File: config.mk
export PLATFORM = sky130hd
export DESIGN_NAME = matrix_result_reader
export DESIGN_NICKNAME = d
export VERILOG_FILES = /design/src/rtl/matrix_result_reader.sv
export SDC_FILE = /design/constraint.sdc
export NUM_CORES = 1
export LEC_CHECK = 0
export BUFFER_PORTS_ARGS = -buffer_cell sky130_fd_sc_hd__buf_4
export CAP_MARGIN = 10
export CORE_MARGIN = 2
export CORE_UTILIZATION = 49
export DETAILED_ROUTE_END_ITERATION = 8
export HOLD_SLACK_MARGIN = 0.02
export PLACE_DENSITY_LB_ADDON = 0.3
export REMOVE_ABC_BUFFERS = 1
export SYNTH_ARGS = -nofsm -noshare
export SYNTH_HDL_FRONTEND = slang
export SYNTH_SLANG_ARGS = --single-unit
File: constraint.sdc
create_clock -name clk_i -period 2.1 [get_ports clk_i]
set_input_delay 0.105 -clock clk_i [delete_from_list [all_inputs] [get_ports clk_i]]
set_output_delay 0.105 -clock clk_i [all_outputs]
set_load 0.01 [all_outputs]
File: src/rtl/matrix_result_reader.sv
// Result-matrix read-out: snapshots C on done_i and streams the active (N+1)x(M+1) elements row-major.
// Optional feature macro: MATRIX_READER_ROW_LAST_EN (adds row_last_o).
module matrix_result_reader #(
    parameter int DATA_WIDTH = 8,
    parameter int BUS_WIDTH  = 32
) (
    input  logic                                                   clk_i,
    input  logic                                                   rst_n_i,
    input  logic                                                   done_i,
    input  logic [BUS_WIDTH*(BUS_WIDTH/DATA_WIDTH)*(BUS_WIDTH/DATA_WIDTH)-1:0] c_flat_in,
    input  logic [1:0]                                             N_i,
    input  logic [1:0]                                             M_i,
    input  logic                                                   ready_i,
    output logic [BUS_WIDTH-1:0]                                   data_o,
    output logic                                                   valid_o,
    output logic                                                   last_o,
    output logic                                                   busy_o,
    output logic                                                   rd_done_o,
    output logic                                                   overrun_o
`ifdef MATRIX_READER_ROW_LAST_EN
    ,
    output logic                                                   row_last_o
`endif
);

    localparam int MAX_DIM = BUS_WIDTH / DATA_WIDTH;
    localparam int FLAT_W  = BUS_WIDTH * MAX_DIM * MAX_DIM;
    localparam int IDX_W   = $clog2(MAX_DIM * MAX_DIM);

    typedef enum logic [0:0] {
        ST_IDLE   = 1'b0,
        ST_STREAM = 1'b1
    } state_t;

    state_t                r_state;
    logic [FLAT_W-1:0]     r_snap;
    logic [1:0]            r_n;
    logic [1:0]            r_m;
    logic [1:0]            r_row;
    logic [1:0]            r_col;
    logic [BUS_WIDTH-1:0]  r_data;
    logic                  r_valid;
    logic                  r_last;
    logic                  r_rd_done;
    logic                  r_overrun;
    logic                  r_row_last;

    state_t                w_state_nxt;
    logic [FLAT_W-1:0]     w_snap_nxt;
    logic [1:0]            w_n_nxt;
    logic [1:0]            w_m_nxt;
    logic [1:0]            w_row_nxt;
    logic [1:0]            w_col_nxt;
    logic [IDX_W-1:0]      w_idx;
    logic [BUS_WIDTH-1:0]  w_data_nxt;
    logic                  w_valid_nxt;
    logic                  w_last_nxt;
    logic                  w_row_last_nxt;
    logic                  w_rd_done_nxt;
    logic                  w_overrun_nxt;
    logic                  w_capture;
    logic                  w_advance;
    logic                  w_xfer;

    assign w_xfer = r_valid & ready_i;

    // Next-state decode: capture, advance, finish and overrun detection.
    always_comb begin
        w_state_nxt   = r_state;
        w_capture     = 1'b0;
        w_advance     = 1'b0;
        w_rd_done_nxt = 1'b0;
        w_overrun_nxt = r_overrun;
        case (r_state)
            ST_IDLE: begin
                if (done_i) begin
                    w_capture   = 1'b1;
                    w_state_nxt = ST_STREAM;
                end else begin
                    w_state_nxt = ST_IDLE;
                end
            end
            ST_STREAM: begin
                if (w_xfer && r_last) begin
                    w_rd_done_nxt = 1'b1;
                    // A done_i on the final transfer chains straight into the next snapshot.
                    if (done_i) begin
                        w_capture   = 1'b1;
                        w_state_nxt = ST_STREAM;
                    end else begin
                        w_state_nxt = ST_IDLE;
                    end
                end else begin
                    w_advance = w_xfer;
                    if (done_i) begin
                        w_overrun_nxt = 1'b1;
                    end else begin
                        w_overrun_nxt = r_overrun;
                    end
                end
            end
            default: begin
                w_state_nxt = ST_IDLE;
            end
        endcase
    end

    // Datapath: snapshot, row/col counters and the next registered output word.
    always_comb begin
        w_snap_nxt = w_capture ? c_flat_in : r_snap;
        w_n_nxt    = w_capture ? N_i : r_n;
        w_m_nxt    = w_capture ? M_i : r_m;
        w_row_nxt  = r_row;
        w_col_nxt  = r_col;
        if (w_capture) begin
            w_row_nxt = 2'd0;
            w_col_nxt = 2'd0;
        end else if (w_advance) begin
            if (r_col == r_m) begin
                w_col_nxt = 2'd0;
                w_row_nxt = r_row + 2'd1;
            end else begin
                w_col_nxt = r_col + 2'd1;
                w_row_nxt = r_row;
            end
        end else begin
            w_row_nxt = r_row;
            w_col_nxt = r_col;
        end
        w_valid_nxt    = (w_state_nxt == ST_STREAM);
        w_idx          = IDX_W'(w_row_nxt) * IDX_W'(MAX_DIM) + IDX_W'(w_col_nxt);
        w_data_nxt     = w_valid_nxt ? w_snap_nxt[w_idx*BUS_WIDTH +: BUS_WIDTH] : {BUS_WIDTH{1'b0}};
        w_last_nxt     = w_valid_nxt && (w_row_nxt == w_n_nxt) && (w_col_nxt == w_m_nxt);
        w_row_last_nxt = w_valid_nxt && (w_col_nxt == w_m_nxt);
    end

    // State, snapshot and output registers with synchronous active-low reset.
    always_ff @(posedge clk_i) begin
        if (!rst_n_i) begin
            r_state    <= ST_IDLE;
            r_snap     <= {FLAT_W{1'b0}};
            r_n        <= 2'd0;
            r_m        <= 2'd0;
            r_row      <= 2'd0;
            r_col      <= 2'd0;
            r_data     <= {BUS_WIDTH{1'b0}};
            r_valid    <= 1'b0;
            r_last     <= 1'b0;
            r_rd_done  <= 1'b0;
            r_overrun  <= 1'b0;
            r_row_last <= 1'b0;
        end else begin
            r_state    <= w_state_nxt;
            r_snap     <= w_snap_nxt;
            r_n        <= w_n_nxt;
            r_m        <= w_m_nxt;
            r_row      <= w_row_nxt;
            r_col      <= w_col_nxt;
            r_data     <= w_data_nxt;
            r_valid    <= w_valid_nxt;
            r_last     <= w_last_nxt;
            r_rd_done  <= w_rd_done_nxt;
            r_overrun  <= w_overrun_nxt;
            r_row_last <= w_row_last_nxt;
        end
    end

    assign data_o    = r_data;
    assign valid_o   = r_valid;
    assign last_o    = r_last;
    assign busy_o    = r_valid;
    assign rd_done_o = r_rd_done;
    assign overrun_o = r_overrun;

`ifdef MATRIX_READER_ROW_LAST_EN
    assign row_last_o = r_row_last;
`else
    logic w_row_last_unused;
    assign w_row_last_unused = r_row_last;
`endif

endmodule

==> results.yml <==
run_status:
  status: "finished, violations left"
  violations: "setup timing"
finish:
  area_growth_pct: 59.6
  multiInputGateArea_sq_um: 13100
  utilization: 0.790
  layout.cells.non_filler: 5047
  drive_gt1_frac: 0.224
  final_common_cell: "nand2_1"
  seq_area_sq_um: 11100
  fillers: 2889
  layout.nets: 4836
  final_cell_mix: "nand2_1 (1347), buf_4 (667), dfxtp_1 (551), dlygate4sd3_1 (520), a21boi_0 (511)"
critical_path:
  rr_startpoint: "last_o"
  path_cells: "and3b_2 > o2111a_2 > o21ai_4 > buf_12 > buf_8 > buf_16 > buf_8 > mux2i_1 > o211ai_1 > a21oi_1 > nor3_1"
  rrSetupSlack_ns: -0.39
  crit_path_frequent_cell: "buf_8"
  cp.buffers_inverters: 4
  slowest_stage: "dfxtp_4"
  worst-endpoint-arrival_ns: 3.03
  startpoint: "last_o"
  critPathCaptureType: "flip-flop"
  r2r_cells: 11
  cp-start-kind: "flip-flop"
  r2r-end: "data_o[26]"
  worstPathRequired_ns: 2.64
  worstPathMaxFanout: 8
  criticalPathCategory: "flip-flop to flip-flop"
  path_delay_family: "compound AO/OA/AOI/OAI gates"
  cpPeakStageDelay_ns: 0.35
synth:
  yosys_warnings: 0
  async_reset_ff_frac: 0
  seq_area_frac_synth: 0.449
  synth_cell_type_count: 49
  syn_inst: 3222
  syn_area_per_cell_sq_um: 7.69
  synth_edf_count: 0
  ys_seq_elements: 556
  synthesis.area_sq_um: 24800
  ys.flop_type: "dfxtp_1"
drt:
  ant_nets: 0
  wl_per_cell_um: 22.3
  viasPerCell: 5.89
  drc: 0
  dr.pass1.iters: 9
  num_vias: 29735
  drt-initial-drc-count: 4150
  drt-total-wl_mm: 112
power:
  pwr-share-seq: 0.421
  power.net_switching_mw: 7.44
  pwr-share-comb: 0.185
  power_density_nw_per_um2: 699
  p_int_mw: 20.2
  pwr-share-clk: 0.393
  power_mw: 27.6
  ir_worst_vdd_mv: 0.596
  p_leak_nw: 16.0
  switching_share: 0.269
sta:
  rsz0062_at_grt: "true"
  period_needed_ns: 2.49
  setup_ws_ns: -0.390
  fin_skew_ns: 0.0260
  slew_violations: 0
  max_freq_mhz: 402
  setup_viol: 35
  period_share: 1.19
  worst_slew_pin_slew_ns: 0.919
  relSlewSlack: 0.387
  hold_violations: 0
  fin_hold_ws_ns: 0.306
cts:
  h-tree-depth: 2
  cts_tree: "yes"
  cts.sinks: 556
  path_clk_slew_ns: 0.06
  cts_buffer_depth: 3
  cts_made_buffers: 59
  cts-root-buf: "clkbuf_16"
  clk_latency_ns: 0.62
global_route:
  overflow: 0
  grt_pass1_vias: 28677
  grt_pass1_wl_mm: 161
  grt_max_degree: 230
  track_usage: 0.389
  antenna_found_initial: 10
placement:
  dp_hpwl_mm: 57.4
  dp.cells: 4344
  io_buffers: 556
  gp_congestion: 0.889
  pre_cts_slack_ns: -0.470
die:
  dieArea_sq_um: 52400
  die_x_um: 229
  coreArea_sq_um: 50100
  start_util: 0.495
  io_pins: 557
  die_h_um: 229
  num_rows: 82
worst_hold_path:
  hp-class: "primary input to flip-flop"
  hold_end: "r_snap[445]"
  holdCritStartpoint: "c_flat_in[445]"
  hold_depth: 4
run:
  cap_violations: 0
-- power groups by stage --
stage	sequential [mW]	combinational [mW]	clock [mW]
6_report	11.6	5.13	10.9
5_1_grt	11.7	5.41	11.3
4_1_cts	11.6	4.51	10.9
3_5_place_dp	11.8	3.62	0
3_3_place_gp	11.8	3.59	0
2_1_floorplan	11.7	2.26	0
-- worst max path at each step --
stage,endpoint,slack [ns],cells past startpoint
2_1_floorplan,data_o[2],-24.27,7
3_3_place_gp,data_o[10],-0.42,8
4_1_cts,data_o[11],-0.19,8
5_1_grt,data_o[26],-0.42,11
6_report,data_o[26],-0.39,11
3_5_place_dp,data_o[14],-0.47,8
-- through the flow --
step | setup TNS (ns) | cell area [sq um]
floorplan | -8449.10 | 23600
global placement | -7.67 | 30400
detailed placement | -9.31 | 30400
CTS | -4.76 | 38500
global route | -10.07 | 39500
finish | -7.83 | 39500
-- cells in the mapped netlist, drive strengths merged, types with 22 or more instances --
cell type	count	area, sq um
nand2	1358	5100
dfxtp	556	11100
a21boi	515	3870
clkbuf	183	687
buf	86	464
a31oi	75	469
nand3	66	330
mux2i	61	611
o21ai	51	259
a21oi	30	150
o211ai	27	203
nor2	25	93.8
a211oi	23	173
and3	23	144
nor3	22	110
-- flip-flops by register name, indices dropped and copies added, names as in the netlist --
signal,cells
overrun_o,1
r_row,2
data_o,32
r_col,2
rd_done_o,1
r_n,2
last_o,1
r_snap,512
busy_o,1
r_m,2
-- worst register-to-register path, delay by kind of cell (launching register included) --
kind / cells / cell delay, ns
AO/OA/AOI/OAI: 4 / 0.91
buffers and inverters: 4 / 0.59
AND/OR/NAND/NOR: 2 / 0.43
flip-flops: 1 / 0.35
multiplexers: 1 / 0.13
-- kinds of logic after synthesis --
logic type / synth area share
compound gates: 0.233
xor+xnor: 0.00212
flops: 0.449
simple gates: 0.242
buf+inv: 0.0472
mux: 0.0256
-- repair_timing --
| item | CTS | global route |
|---|---|---|
| hold endpoints to repair | 538 | 0 |
| setup buffers | 22 | 19 |
| gates cloned | 14 | 12 |
| pin swaps | 30 | 46 |
| hold buffers | 520 | 0 |
| endpoints found under the setup margin | 42 | 113 |
| resized for setup | 96 | 141 |
-- metal layers --
layer,part of all wire,track usage,up-vias
met2,0.46,0.646,2289
met5,0.00019,0,-
met3,0.11,0.0805,686
li1,-,-,12999
met1,0.36,0.464,13757
met4,0.071,0.231,4
-- area by class of cell --
| class | instances | area share |
|---|---|---|
| inverters | 5 | 0.000475 |
| well taps | 672 | 0.0213 |
| repair buffers | 1301 | 0.313 |
| clock inverters | 20 | 0.00601 |
| flip-flops and latches | 556 | 0.282 |
| clock buffers | 88 | 0.0447 |
| multi-input cells | 2393 | 0.332 |
| diodes | 12 | 0.000759 |
Power figures use the tool's default switching activity.
